===== config.mk =====
export PLATFORM = sky130hd
export DESIGN_NAME = key_click_decoder
export DESIGN_NICKNAME = d
export VERILOG_FILES = /design/src/rtl/key_click_decoder.sv
export SDC_FILE = /design/constraint.sdc
export NUM_CORES = 1
export LEC_CHECK = 0
export CELL_PAD_IN_SITES_DETAIL_PLACEMENT = 1
export CELL_PAD_IN_SITES_GLOBAL_PLACEMENT = 2
export CORE_ASPECT_RATIO = 1.1
export CORE_MARGIN = 5
export CORE_UTILIZATION = 38
export DETAILED_ROUTE_END_ITERATION = 8
export PLACE_DENSITY = 0.79
export SLEW_MARGIN = 20
export SYNTH_ARGS = -nofsm -noshare
export SYNTH_HDL_FRONTEND = slang
export SYNTH_SLANG_ARGS = --single-unit

===== constraint.sdc =====
create_clock -name sys_clk -period 3.7 [get_ports sys_clk]
set_input_delay 1.11 -clock sys_clk [delete_from_list [all_inputs] [get_ports sys_clk]]
set_output_delay 1.11 -clock sys_clk [all_outputs]
set_load 0.02 [all_outputs]

===== src/rtl/key_click_decoder.sv =====
// Groups debounced key presses into bursts and reports the burst size as a one-cycle event.
// Optional KEY_CLICK_STAT_EN adds a free-running 16-bit count of all accepted presses.
module key_click_decoder #(
  parameter logic [23:0] GAP_MAX    = 24'd12_499_999,
  parameter logic [2:0]  MAX_CLICKS = 3'd3
) (
  input  logic        sys_clk,
  input  logic        sys_rst,
  input  logic        key_flag,
  output logic        click_valid,
  output logic [2:0]  click_num,
  output logic        busy
`ifdef KEY_CLICK_STAT_EN
  ,
  output logic [15:0] total_clicks
`endif
);

  typedef enum logic {
    IDLE = 1'b0,
    WAIT = 1'b1
  } state_t;

  state_t      r_state;
  state_t      w_state_next;
  logic [23:0] r_gap_cnt;
  logic [23:0] w_gap_cnt_next;
  logic [2:0]  r_click_acc;
  logic [2:0]  w_click_acc_next;
  logic        r_click_valid;
  logic        w_click_valid_next;
  logic [2:0]  r_click_num;
  logic [2:0]  w_click_num_next;
  logic [3:0]  w_acc_inc;

  // Widened so the comparison against MAX_CLICKS cannot wrap.
  assign w_acc_inc = {1'b0, r_click_acc} + 4'd1;

  always_ff @(posedge sys_clk) begin
    if (sys_rst) begin
      r_state       <= IDLE;
      r_gap_cnt     <= '0;
      r_click_acc   <= '0;
      r_click_valid <= 1'b0;
      r_click_num   <= '0;
    end else begin
      r_state       <= w_state_next;
      r_gap_cnt     <= w_gap_cnt_next;
      r_click_acc   <= w_click_acc_next;
      r_click_valid <= w_click_valid_next;
      r_click_num   <= w_click_num_next;
    end
  end

  always_comb begin
    w_state_next       = r_state;
    w_gap_cnt_next     = r_gap_cnt;
    w_click_acc_next   = r_click_acc;
    w_click_valid_next = 1'b0;
    w_click_num_next   = r_click_num;
    case (r_state)
      IDLE: begin
        if (key_flag) begin
          if (MAX_CLICKS == 3'd1) begin
            w_click_valid_next = 1'b1;
            w_click_num_next   = 3'd1;
          end else begin
            w_click_acc_next = 3'd1;
            w_gap_cnt_next   = '0;
            w_state_next     = WAIT;
          end
        end
      end
      WAIT: begin
        // A press always takes priority over an expiring gap window.
        if (key_flag) begin
          if (w_acc_inc < {1'b0, MAX_CLICKS}) begin
            w_click_acc_next = w_acc_inc[2:0];
            w_gap_cnt_next   = '0;
          end else begin
            w_click_valid_next = 1'b1;
            w_click_num_next   = MAX_CLICKS;
            w_click_acc_next   = '0;
            w_gap_cnt_next     = '0;
            w_state_next       = IDLE;
          end
        end else if (r_gap_cnt < GAP_MAX) begin
          w_gap_cnt_next = r_gap_cnt + 24'd1;
        end else begin
          w_click_valid_next = 1'b1;
          w_click_num_next   = r_click_acc;
          w_click_acc_next   = '0;
          w_gap_cnt_next     = '0;
          w_state_next       = IDLE;
        end
      end
      default: begin
        w_state_next     = IDLE;
        w_gap_cnt_next   = '0;
        w_click_acc_next = '0;
      end
    endcase
  end

  assign click_valid = r_click_valid;
  assign click_num   = r_click_num;
  assign busy        = (r_state == WAIT);

`ifdef KEY_CLICK_STAT_EN
  logic [15:0] r_total_clicks;

  always_ff @(posedge sys_clk) begin
    if (sys_rst) begin
      r_total_clicks <= '0;
    end else if (key_flag) begin
      r_total_clicks <= r_total_clicks + 16'd1;
    end
  end

  assign total_clicks = r_total_clicks;
`endif

endmodule


==> results of run 1 <==
power by group through the flow:
stage          Combinational [mW]  Sequential (mW)  Clock [mW]
2_1_floorplan              0.0279            0.361           0
3_3_place_gp               0.0411            0.362           0
3_5_place_dp               0.0421            0.362           0
4_1_cts                    0.0426            0.354       0.290
5_1_grt                    0.0467            0.355       0.307
6_report                   0.0421            0.354       0.280
kinds of logic after synthesis:
| group | after synthesis | synth area share |
|---|---|---|
| DFF | 32 | 0.375 |
| muxes | 2 | 0.0117 |
| adders and majority gates | 3 | 0.0220 |
| and+or+nand+nor | 102 | 0.325 |
| xor gates and xnor gates | 2 | 0.0103 |
| AOI/OAI and AO/OA | 51 | 0.207 |
| buffers and inverters | 21 | 0.0491 |
final timing paths:
path	cells after the start	endpoint	from	slack, ns
max	6	r_gap_cnt[10]	key_flag	0.92
max reg2reg	6	r_gap_cnt[20]	r_gap_cnt[0]	1.32
min	1	r_gap_cnt[21]	r_gap_cnt[21]	0.50
min reg2reg	1	r_gap_cnt[21]	r_gap_cnt[21]	0.50
sequential cells by signal, indices dropped and copies added (netlist names):
register and flops:
r_gap_cnt 24, r_click_acc 3, click_num 3, click_valid 1, busy 1
worst max-delay path, cell delays in order:
cell and delay (ns):
clkdlybuf4s50_1 0.55, nor3_1 0.32, o211a_1 0.49, buf_4 0.27, a21oi_1 0.08, o21ai_0 0.17
per-layer routing:
metal,GRT usage,vias to the layer above,share of wire
met4,0.0779,0,0.019
met1,0.216,778,0.47
met3,0.0275,8,0.024
li1,-,810,-
met5,0,-,0
met2,0.282,21,0.49
layout make-up:
cell class,instances,area share
clock buffer,8,0.0468
inverter,13,0.0254
multi-input combinational,160,0.511
sequential,32,0.333
tap,54,0.0351
timing repair buffer,10,0.0481
through the flow:
stage	cells	instance area, um^2	setup slack [ns]	hold WS (ns)
CTS	277	1920	0.885	0.497
global route	277	1920	0.719	0.522
floorplan	213	1710	1.38	0.445
finish	277	1920	0.921	0.496
global placement	269	1830	0.759	0.465
detailed placement	269	1830	0.598	0.484
cells in the final DEF (no fill, tap or decap), drive strengths merged, types with 8 or more instances in the layout:
cell type  netlist  final
a21oi           14     14
clkbuf           4      8
dfxtp           32     32
inv             13     13
nand2           26     26
nand3           20     20
nor2            12     12
nor3             8      8
o21ai            9      9
==> run_results.csv, run 1 <==
group,metric,value,unit
timing,final.period_utilization,0.751,
die,floorplan.die.width,73.9,um
logic_synthesis,synth_cells,213,
die,core_area,0.00432,mm^2
global_routing,groute.usage.overall,0.171,
routing,routed_length_per_instance,16.3,um
worst_setup_path,timing.critical_path.required,3.90,ns
finish,finish.utilization,0.446,
timing,drv_slew,0,
timing,period_needed,2.78,ns
timing,timing.setup.tns,0,ns
logic_synthesis,netlist_area,0.00171,mm^2
power,power.share.clock,0.414,
timing,timing_worst_slew_pin_value,0.684,ns
clock_tree,clkTransAtPathRegs,0.07,ns
routing,detailroute.via_count,1617,
timing,final.setup_skew,0.00599,ns
die,initial_core_utilization,0.396,
global_routing,first_pass_grt_wire_length,7960,um
flow_run,maxCapViolations,0,
timing,grt_setup_unrepaired,"false",
finish,n_fill_cell,524,
timing,max_clock_freq,0.360,GHz
global_routing,globalRouteOverflowTotal,0,
timing,maxSlewHeadroom,0.540,
clock_tree,hold_buffers,0,
routing,drc_errors,0,
routing,drt.antenna.violating_nets,0,
power,max-vdd-ir-drop,0.000148,V
logic_synthesis,async_set_or_reset_flop_fraction_in_the_synthesized_netlist,0,
place,place.port_buffers,7,
timing,finalHoldViolations,0,
finish,final_nets,228,
logic_synthesis,synth.lib_cells_used.distinct,43,
clock_tree,cts.path.max_buffers,2,
logic_synthesis,synthFlopType,"dfxtp_1",
finish,multiInputGateArea,983,um^2
clock_tree,cts_resized,0,
run_status,status,"complete, no violations",
die,die_height,80.3,um
power,power_switching_share,0.237,
clock_tree,cts.sink_count,32,
finish,area_overhead_of_the_layout_relative_to_synthesis,12.6,%
routing,avgViaCountPerCell,5.84,
global_routing,maximum_number_of_pins_on_one_net_before_global_route_repair,21,
power,share_seq_of_total_power,0.524,
place,place.gp.congestion,0.838,
logic_synthesis,synth-seq-cells,32,
hold_path,min_path_type,"flop to flop",
worst_setup_path,timing_worst_setup_path_type,"primary input to flop",
die,site_row_count,25,
logic_synthesis,synth-edff-count,0,
power,total_power,676,uW
global_routing,grt_pass1_vias,1684,
finish,seq_area,641,um^2
timing,endpoints_failing_setup,0,
clock_tree,cts_htree_levels,2,
finish,layout-drive-gt1-share,0.0762,
logic_synthesis,synth.largest_area_cell,"dfxtp_1",
clock_tree,root_buffer,"clkbuf_8",
logic_synthesis,yosysMostFrequentCell,"dfxtp_1",
clock_tree,cts_tree,"yes",
worst_setup_path,cp-end-kind,"flop",
place,post-dp-hpwl,3290,um
logic_synthesis,synthTopCellsByCount,"dfxtp_1, nand2_1, nand3_1",
clock_tree,cts_buf_count,5,
worst_setup_path,critical_path.max_fanout,14,
global_routing,antenna_found_initial,0,
power,total_leakage_power,0.658,nW
logic_synthesis,ys_top_cells_by_area,"dfxtp_1, nand3_1, nand2_1",
finish,antenna-diode-count,0,
die,die_area,0.00594,mm^2
routing,finalWirelength,4520,um
worst_setup_path,startpoint_type,"primary input",
power,p_comb_frac,0.062,
logic_synthesis,post_synth.cell_area_avg,8.02,um^2
logic_synthesis,ys_warns,0,
power,power.switching,160,uW
logic_synthesis,synthDominantCellAreaShare,0.375,
power,power_per_unit_of_standard_cell_area,352,mW/mm^2
clock_tree,worst_skew_pair.late_latency,0.29,ns
logic_synthesis,synth_sequential_area_ratio,0.375,
clock_tree,post-cts-setup-buffer-count,0,
routing,detail_route.iter0.violations,103,
worst_setup_path,critPathArrivalTime,2.98,ns
routing,drt_pre_antenna_iters,4,
power,internal_power,516,uW
logic_synthesis,synthesis.nets,219,
die,io-pin-count,8,
Power figures use the tool's default switching activity.
==> run 2, diff against run 1 <==
CORE_UTILIZATION = 32   (was 38)
PLACE_DENSITY = 0.71   (was 0.79)
clock period = 2.5 ns   (was 3.7 ns; I/O delays follow)
==> run 2 against run 1 <==
Net effect: clock power is 50% higher; design area up 5.1%; power increased by 51%; first-iteration DRC count up 1.9%; core utilization fell by 6.3 points; count of clock-buffer cells in the layout did not move; global-route usage shrank 2.0 points; final cell count grew 9.7%; clock skew fell by 0.0038 ns; hold slack got worse by 0.0039 ns; sequential share of layout area shrank 1.6 points; sequential power increased by 47%; critical endpoint is now r_gap_cnt[20]; largest cell class unchanged; highest routed layer unchanged.
==> run_results.csv, run 2 (same netlist as run 1, synthesis figures left out) <==
group,metric,value,unit
run_status,status,"complete, no violations",
power,max-vdd-ir-drop,0.000220,V
timing,finalHoldViolations,0,
place,post_dp_cell_area,0.00193,mm^2
power,power_per_unit_of_standard_cell_area,505,mW/mm^2
clock_tree,worst_skew_pair.late_latency,0.29,ns
finish,largest_register_ff_count,24,
global_routing,groute.usage.overall,0.151,
finish,layout-drive-gt1-share,0.105,
clock_tree,cts_tree,"yes",
routing,detail_route.iter0.violations,105,
routing,drt.antenna.violating_nets,0,
place,place.gp.congestion,0.749,
clock_tree,cts_htree_levels,2,
power,power.switching,246,uW
routing,drc_errors,0,
power,power_switching_share,0.241,
finish,mostFrequentLayoutCells,"dfxtp_1, nand2_1, nand3_1, a21oi_1, inv_1",
worst_setup_path,timing_worst_setup_path_type,"flop to flop",
global_routing,globalRouteOverflowTotal,0,
routing,finalWirelength,4730,um
finish,seq_area,641,um^2
routing,avgViaCountPerCell,5.52,
timing,fin_ws,0.161,ns
die,core_area,0.00529,mm^2
global_routing,grt_use_met3,0.0364,
clock_tree,clkTransAtPathRegs,0.07,ns
die,die_height,86.6,um
power,p_comb_frac,0.076,
worst_setup_path,worst-path-buf-inv,0,
finish,commonest_non_fill_non_tap_cell_in_the_layout,"dfxtp_1",
place,post-dp-hpwl,3530,um
clock_tree,root_buffer,"clkbuf_8",
place,placedCellCount,296,
routing,routed_length_per_instance,15.6,um
timing,final.setup_skew,0.00221,ns
worst_setup_path,critical_path.max_stage_delay,0.57,ns
global_routing,busiest_layer,"met2",
timing,timing_worst_slew_pin_value,0.645,ns
finish,final_nets,234,
routing,detailroute.via_count,1678,
clock_tree,cts.path.max_buffers,2,
power,total_power,1.02,mW
timing,max_clock_freq,0.428,GHz
timing,maxSlewHeadroom,0.566,
worst_setup_path,cp-end-kind,"flop",
clock_tree,cts_buf_count,5,
finish,max_flop_register,"r_gap_cnt",
timing,endpoints_failing_setup,0,
worst_setup_path,timing.critical_path.required,2.68,ns
global_routing,first_pass_grt_wire_length,8240,um
timing,grt_setup_unrepaired,"false",
finish,post_layout_nonfiller_instances,304,
power,power.share.clock,0.412,
timing,whs,0.492,ns
global_routing,antenna_found_initial,0,
global_routing,globalRouteMet2Util,0.255,
die,io-pin-count,8,
die,initial_core_utilization,0.323,
timing,final.period_utilization,0.936,
worst_setup_path,critical_path.max_fanout,5,
power,internal_power,774,uW
global_routing,grt_pass1_vias,1731,
worst_setup_path,critPathSlowestCell,"or4_4",
worst_setup_path,cp_cell_sequence,"ha_2 > nand4_2 > or4_4 > or3_1 > and3_1 > a221o_1",
die,site_row_count,28,
timing,period_needed,2.34,ns
place,pre_cts_ws,0.109,ns
finish,finalInstanceArea,0.00202,mm^2
die,die_area,0.00690,mm^2
finish,antenna-diode-count,0,
flow_run,maxCapViolations,0,
finish,multiInputGateArea,986,um^2
timing,drv_slew,0,
timing,timing.setup.tns,0,ns
global_routing,gr-usage-met1,0.181,
worst_setup_path,startpoint_type,"flop",
clock_tree,cts.sink_count,32,
worst_setup_path,critPathArrivalTime,2.52,ns
hold_path,min_path_type,"flop to flop",
global_routing,maximum_number_of_pins_on_one_net_before_global_route_repair,25,
routing,drt_pre_antenna_iters,4,
die,floorplan.die.width,79.7,um
power,total_leakage_power,0.690,nW
worst_setup_path,kind_of_cell_adding_the_most_delay_to_the_critical_path,"simple AND/OR/NAND/NOR gates",
place,place.port_buffers,7,
power,share_seq_of_total_power,0.512,
finish,area_overhead_of_the_layout_relative_to_synthesis,18.4,%
finish,n_fill_cell,626,
finish,finish.utilization,0.382,
[run 2: cell types whose count changed in the layout (fill, tap and decap cells not counted), sizes merged]
cell,before,now
buf,3,9
[run 2: power by group through the flow]
stage          sequential, mW  clock, mW  combinational [mW]
6_report                0.522      0.421              0.0775
5_1_grt                 0.523      0.458              0.0862
4_1_cts                 0.522      0.435              0.0788
3_5_place_dp            0.534          0              0.0783
3_3_place_gp            0.533          0              0.0763
2_1_floorplan           0.535          0              0.0412
[run 2: path summary, 6_finish.rpt]
check	slack, ns	depth (start not counted)	from	end
worst min-delay path	0.49	1	r_gap_cnt[21]	r_gap_cnt[21]
worst min register to register	0.49	1	r_gap_cnt[21]	r_gap_cnt[21]
worst max-delay path	0.16	6	r_gap_cnt[0]	r_gap_cnt[20]
worst max register to register	0.16	6	r_gap_cnt[0]	r_gap_cnt[20]
[run 2: worst register-to-register path, delay by kind of cell, from the launching register on]
| family | cells | cell delay, ns |
|---|---|---|
| DFF | 1 | 0.41 |
| AOI/OAI and AO/OA | 1 | 0.25 |
| and+or+nand+nor | 4 | 1.32 |
| adders and majority gates | 1 | 0.25 |
[run 2: layer usage]
metal  vias up  wire length, um
li1        822                -
met1       821             2070
met2        24             2420
met3        11              143
met4         0               97
met5         -                0
[run 2: area by class of cell]
type                       count  area share
sequential                    32       0.317
timing repair buffer          16      0.0804
multi-input combinational    160       0.488
tap                           75      0.0464
inverter                      13      0.0241
clock buffer                   8      0.0446
[run 2: timing repair]
| action | in CTS | in global routing |
|---|---|---|
| setup endpoints to repair | 0 | 1 |
| gates resized for setup | 0 | 1 |
| hold buffers | 0 | 0 |
| buffers inserted | 0 | 0 |
